==> config.mk <==
export PLATFORM = sky130hd
export DESIGN_NAME = f_itof_flat
export DESIGN_NICKNAME = d
export VERILOG_FILES = /design/src/rtl/f_pkg.sv /design/src/rtl/f_itof_if.sv /design/src/rtl/f_round_rne.sv /design/src/rtl/f_itof.sv /design/src/flat_wrapper.sv
export SDC_FILE = /design/constraint.sdc
export NUM_CORES = 1
export LEC_CHECK = 0
export BUFFER_PORTS_ARGS = -buffer_cell sky130_fd_sc_hd__buf_2
export CORE_ASPECT_RATIO = 1.5
export CORE_UTILIZATION = 53
export CTS_CLUSTER_SIZE = 20
export DETAILED_ROUTE_END_ITERATION = 16
export HOLD_SLACK_MARGIN = 0.15
export PLACE_DENSITY = 0.85
export RECOVER_POWER = 50
export SLEW_MARGIN = 20
export SYNTH_ARGS = -nofsm -noshare
export SYNTH_HDL_FRONTEND = slang
export SYNTH_SLANG_ARGS = --single-unit
export TNS_END_PERCENT = 100
==> constraint.sdc <==
create_clock -name clk -period 3.1 [get_ports clk]
set_clock_uncertainty 0.05 [all_clocks]
set_input_delay 0.31 -clock clk [delete_from_list [all_inputs] [get_ports clk]]
set_output_delay 0.31 -clock clk [all_outputs]
set_load 0.01 [all_outputs]
==> src/rtl/f_pkg.sv <==
// Shared FP32 field widths, constants and converter state encoding.
// Imported by the int-to-float converter and the adder's normalization path.
package f_pkg;

   localparam int EXP_W    = 8;
   localparam int MAN_W    = 23;
   localparam int EXP_BIAS = 127;

   localparam logic [31:0] FP_ZERO = 32'h0000_0000;

   // Exponent of a magnitude whose leading one sits in bit 31.
   localparam logic [EXP_W-1:0] EXP_INT_TOP = EXP_W'(EXP_BIAS + 31);

   typedef enum logic [1:0] {
      IDLE  = 2'd0,
      NORM  = 2'd1,
      ROUND = 2'd2,
      DONE  = 2'd3
   } state_e;

endpackage

==> src/rtl/f_itof_if.sv <==
// Producer/consumer bundle of the integer-to-FP32 converter.
// Both sides: a word moves on a rising edge where valid & ready; valid holds
// its payload steady until then and never waits on ready.
interface f_itof_if;

   logic        in_valid;
   logic        in_ready;
   logic [31:0] in_data;
   logic        in_signed;
   logic        out_valid;
   logic        out_ready;
   logic [31:0] out_data;
   logic        out_inexact;

   modport master (
      output in_valid, in_data, in_signed, out_ready,
      input  in_ready, out_valid, out_data, out_inexact
   );

   modport slave (
      input  in_valid, in_data, in_signed, out_ready,
      output in_ready, out_valid, out_data, out_inexact
   );

endinterface

==> src/rtl/f_round_rne.sv <==
// Round-to-nearest-even packer: normalized magnitude (implicit one dropped)
// plus exponent and sign to a packed FP32 word and an inexact flag.
module f_round_rne
   import f_pkg::*;
(
   input  logic [EXP_W-1:0] exp,
   input  logic [30:0]      mag,
   input  logic             sign,
   output logic [31:0]      fp,
   output logic             inexact
);

   logic [MAN_W-1:0]       man;
   logic                   lsb;
   logic                   guard;
   logic                   sticky;
   logic                   up;
   logic [EXP_W+MAN_W-1:0] body;

   assign man    = mag[30:8];
   assign lsb    = mag[8];
   assign guard  = mag[7];
   assign sticky = |mag[6:0];
   assign up     = guard & (sticky | lsb);

   // A mantissa carry ripples into the exponent field by design.
   assign body    = {exp, man} + (EXP_W + MAN_W)'(up);
   assign fp      = {sign, body};
   assign inexact = guard | sticky;

endmodule

==> src/rtl/f_itof.sv <==
// Multi-cycle 32-bit integer (signed or unsigned) to FP32 converter.
// Normalizes with coarse/single-bit shifts, then rounds to nearest even.
module f_itof
   import f_pkg::*;
#(
   parameter int COARSE_SHIFT = 8
) (
   input  logic     clk,
   input  logic     rst,
   f_itof_if.slave  bus,
   output state_e   dbg_state
);

   state_e           state;
   state_e           state_next;
   logic [31:0]      mag_q;
   logic [EXP_W-1:0] exp_q;
   logic             sign_q;

   logic             in_sign;
   logic [31:0]      in_mag;
   logic             coarse_zero;
   logic [31:0]      rne_fp;
   logic             rne_inexact;

   assign in_sign     = bus.in_signed & bus.in_data[31];
   assign in_mag      = in_sign ? (~bus.in_data + 32'd1) : bus.in_data;
   assign coarse_zero = (mag_q[31 -: COARSE_SHIFT] == '0);

   assign bus.in_ready = (state == IDLE);
   assign dbg_state    = state;

   f_round_rne u_round (
      .exp     (exp_q),
      .mag     (mag_q[30:0]),
      .sign    (sign_q),
      .fp      (rne_fp),
      .inexact (rne_inexact)
   );

   // A zero operand skips NORM (it would never find a leading one) and lets
   // ROUND emit +0, giving the one-edge latency for zero.
   always_comb begin
      state_next = state;
      case (state)
         IDLE:    if (bus.in_valid) state_next = (in_mag == '0) ? ROUND : NORM;
         NORM:    if (mag_q[31]) state_next = ROUND;
         ROUND:   state_next = DONE;
         DONE:    if (bus.out_ready) state_next = IDLE;
         default: state_next = IDLE;
      endcase
   end

   always_ff @(posedge clk or posedge rst) begin
      if (rst) begin
         state           <= IDLE;
         mag_q           <= '0;
         exp_q           <= '0;
         sign_q          <= 1'b0;
         bus.out_valid   <= 1'b0;
         bus.out_data    <= FP_ZERO;
         bus.out_inexact <= 1'b0;
      end else begin
         state <= state_next;
         case (state)
            IDLE: begin
               if (bus.in_valid) begin
                  sign_q <= in_sign;
                  mag_q  <= in_mag;
                  exp_q  <= EXP_INT_TOP;
               end
            end
            NORM: begin
               if (!mag_q[31]) begin
                  if (coarse_zero) begin
                     mag_q <= mag_q << COARSE_SHIFT;
                     exp_q <= exp_q - EXP_W'(COARSE_SHIFT);
                  end else begin
                     mag_q <= mag_q << 1;
                     exp_q <= exp_q - EXP_W'(1);
                  end
               end
            end
            ROUND: begin
               bus.out_data    <= mag_q[31] ? rne_fp : FP_ZERO;
               bus.out_inexact <= mag_q[31] & rne_inexact;
               bus.out_valid   <= 1'b1;
            end
            DONE: begin
               if (bus.out_ready) bus.out_valid <= 1'b0;
            end
            default: ;
         endcase
      end
   end

endmodule
==> src/flat_wrapper.sv <==
// flat-port wrapper written by rule: the top's interface ports become plain ports
module f_itof_flat import f_pkg::*;
#(
   parameter int COARSE_SHIFT = 8
)
  (clk, rst, dbg_state, bus_in_valid, bus_in_data, bus_in_signed, bus_out_ready, bus_in_ready, bus_out_valid, bus_out_data, bus_out_inexact);
  f_itof_if bus_i ();
  input  logic clk;
  input  logic rst;
  output state_e dbg_state;
  input wire logic [$bits(bus_i.in_valid)-1:0] bus_in_valid;
  input wire logic [$bits(bus_i.in_data)-1:0] bus_in_data;
  input wire logic [$bits(bus_i.in_signed)-1:0] bus_in_signed;
  input wire logic [$bits(bus_i.out_ready)-1:0] bus_out_ready;
  output wire logic [$bits(bus_i.in_ready)-1:0] bus_in_ready;
  output wire logic [$bits(bus_i.out_valid)-1:0] bus_out_valid;
  output wire logic [$bits(bus_i.out_data)-1:0] bus_out_data;
  output wire logic [$bits(bus_i.out_inexact)-1:0] bus_out_inexact;
  assign bus_i.in_valid = bus_in_valid;
  assign bus_i.in_data = bus_in_data;
  assign bus_i.in_signed = bus_in_signed;
  assign bus_i.out_ready = bus_out_ready;
  assign bus_in_ready = bus_i.in_ready;
  assign bus_out_valid = bus_i.out_valid;
  assign bus_out_data = bus_i.out_data;
  assign bus_out_inexact = bus_i.out_inexact;
  f_itof #(.COARSE_SHIFT(COARSE_SHIFT)) u_core (.clk(clk), .rst(rst), .bus(bus_i), .dbg_state(dbg_state));
endmodule
==> flow_summary.json <==
{
  "wire_per_inst_um": 17.36,
  "layout.area.seq_um2": 1927,
  "fin_ws_ns": 0.1106,
  "routed_wl_um": 15160,
  "reg2regPathDepth": 10,
  "numClockSinks": 77,
  "dieArea_um2": 10270,
  "drv_cap": 0,
  "grt_overflow_total": 0,
  "synth.most_common_cell": "dfrtp_1",
  "synth_top_cell_by_area": "dfrtp_1",
  "design_area_um2": 6531,
  "cts_root_buf": "clkbuf_16",
  "clk_pin_slew_ns": 0.06,
  "via_count": 5332,
  "holdCritPathClass": "input port to flop",
  "min_from": "bus_in_data[0]",
  "rsz0062_at_grt": "false",
  "ys_warn_count": 0,
  "layout.nets": 801,
  "drc": 0,
  "grt_use_met2_pct": 54.87,
  "drt-initial-drc-count": 395,
  "synth_async_sr_flop_share_pct": 100.0,
  "slew_viol_final": 0,
  "syn_to_final_growth_pct": 25.00,
  "io_buffers": 73,
  "dp_hpwl_um": 11270,
  "synth.distinct_cells": 62,
  "ant_nets": 0,
  "fin_crit_sh_pct": 96.43,
  "clkLatencyLatePin_ns": 0.34,
  "cts_max_level": 3,
  "holdWs_ns": 0.3096,
  "synth_area_leaders": "dfrtp_1 37%, xnor2_1 5.4%, nand2_1 5.2%, xor2_1 4.9%, mux2i_1 3.6%",
  "hold_viol": 0,
  "core_area_um2": 9634,
  "grt_usage_pct": 29.81,
  "postSynthCellCount": 622,
  "synth_edf_count": 0,
  "r2r_setup_slack_ns": 0.11,
  "startpoint_type": "flop",
  "cts_tree": "built",
  "yosysTopAreaCellShare_pct": 36.88,
  "grt_pass1_vias": 5140,
  "initial_core_util_pct": 54.23,
  "holdPathStages": 4,
  "yosysSeqAreaShare_pct": 36.88,
  "ys_seq_elements": 77,
  "grt.busiest_layer": "met2",
  "cts_buffers": 9,
  "fin_cells": 873,
  "first_pass_iters": 6,
  "num_io_pins": 74,
  "end_kind": "flop",
  "worstPathRequired_ns": 3.28,
  "diodes": 0,
  "vdd_drop_max_mv": 0.5784,
  "die_w_um": 83.07,
  "synth_common_cells": "77 x dfrtp_1, 73 x nand2_1, 49 x inv_1",
  "synth.avg_cell_area_um2": 8.400,
  "reg2reg_from": "u_core.dbg_state[0]",
  "grt_pass1_wl_um": 24100,
  "holdPathEnd": "u_core.mag_q[0]",
  "min_period_ns": 2.989,
  "p_per_area_nw_per_um2": 785.1,
  "gp_congestion": 0.9290,
  "drive_gt1_share_pct": 20.45,
  "fillCellCount": 788,
  "slew-limit-headroom_pct": 7.336,
  "worstSetupPathType": "flop to flop",
  "rows": 44,
  "grt_util_met3_pct": 3.976,
  "cp_data_arrival_time_ns": 3.17,
  "run_status": "complete, no violations",
  "antenna_found_initial": 0,
  "synth.net_count": 670,
  "placed_cell_area_um2": 6200,
  "multi_input_area_um2": 2960,
  "vias_per_cell": 6.108,
  "worst_pin_slew_ns": 1.388,
  "setup_violations": 0,
  "grt_use_met1_pct": 32.36,
  "cts_buffer_depth": 2,
  "max_freq_mhz": 334.5,
  "dpl_worst_slack_ns": -0.2672,
  "dpl.cell_count": 852,
  "critical_path.max_fanout": 4,
  "synthFlopType": "dfrtp_1",
  "netlist_area_um2": 5225,
  "p_leak_nw": 2.741,
  "die_y_um": 123.6,
  "grt_max_degree": 42,
  "r2r_end": "u_core.dbg_state[0]"
}
## area by class of cell
cell class	count	area share, %
Timing Repair Buffer	163	15.15
Tap cell	115	2.203
Clock buffer	12	3.927
Clock inverter	4	1.073
Multi-Input combinational cell	453	45.33
Inverter	49	2.816
Sequential cell	77	29.50
## placed cells by master, fill, tap and decap left out, types with 10 or more instances in the layout
master and n:
a21oi_1 31, a31oi_1 10, buf_2 39, buf_4 81, clkbuf_1 38, dfrtp_1 77
ha_1 11, inv_1 49, mux2i_1 19, nand2_1 73, nand3_1 20, nor2_1 42
nor3_1 11, nor4_1 11, o21ai_0 21, o221ai_1 21, o22ai_1 30, xnor2_1 32
xor2_1 29
## power by group
group / internal [mW] / total (mW) / switching [mW]
clock network: 0.746 / 1.15 / 0.406
logic: 0.897 / 2.20 / 1.31
registers: 1.38 / 1.77 / 0.387
## worst max-delay path, cell delays in order (launching register included)
cell       delay [ns]
dfrtp_1          0.42
inv_1            0.09
ha_1             0.21
nand2b_1         0.11
o211a_4          0.21
nand3b_1         0.12
a2111oi_2        0.24
nand4_1          0.15
or4_4            0.57
or4_4            0.55
o211a_1          0.15
## routing by layer
layer / part of all wire, % / vias to the layer above
met4: 5.0 / 0
met5: 0 / -
li1: - / 2487
met3: 3.7 / 49
met2: 53 / 196
met1: 39 / 2600
## what timing repair did
item | in CTS | in global routing
endpoints found under the hold margin | 37 | 0
setup buffers | 1 | 1
setup endpoints to repair | 2 | 2
pin swaps | 0 | 2
hold buffers | 3 | 0
resized for setup | 2 | 2
## through the flow
step	setup TNS (ns)	total power [mW]	utilization, %
after floorplan	0	3.106	-
after global placement	-0.2675	3.850	64.35
after detailed placement	-0.4511	3.948	64.35
after CTS	0	5.129	68.25
after global routing	0	5.430	67.79
final	0	5.127	67.79
## cells by family after synthesis
family	count (synthesis)	share of synthesized area, %
buffers and inverters	92	6.825
adder cells (fa/ha/maj)	11	2.634
AND/OR/NAND/NOR	213	20.43
XOR/XNOR	61	10.23
flip-flops	77	36.88
AO/OA/AOI/OAI	149	19.37
multiplexers	19	3.640
## flip-flops by register name (all words and copies together) (netlist names)
name / flops
u_core.dbg_state: 2
u_core.bus.out_data: 32
u_core.exp_q: 8
u_core.bus.out_inexact: 1
u_core.mag_q: 32
u_core.sign_q: 1
u_core.bus.out_valid: 1
## worst max-delay path by stage
| stage | start | endpoint | slack, ns | cells past startpoint |
|---|---|---|---|---|
| floorplan | u_core.dbg_state[1] | u_core.dbg_state[0] | 0.02 | 11 |
| global placement | bus_in_data[0] | u_core.dbg_state[0] | -0.17 | 12 |
| detailed placement | bus_in_data[0] | u_core.dbg_state[0] | -0.27 | 12 |
| CTS | u_core.dbg_state[0] | u_core.dbg_state[0] | 0.004 | 10 |
| global route | u_core.dbg_state[0] | u_core.dbg_state[0] | 0.004 | 10 |
| finish | u_core.dbg_state[0] | u_core.dbg_state[0] | 0.11 | 10 |
(Power assumes the default switching activity.)
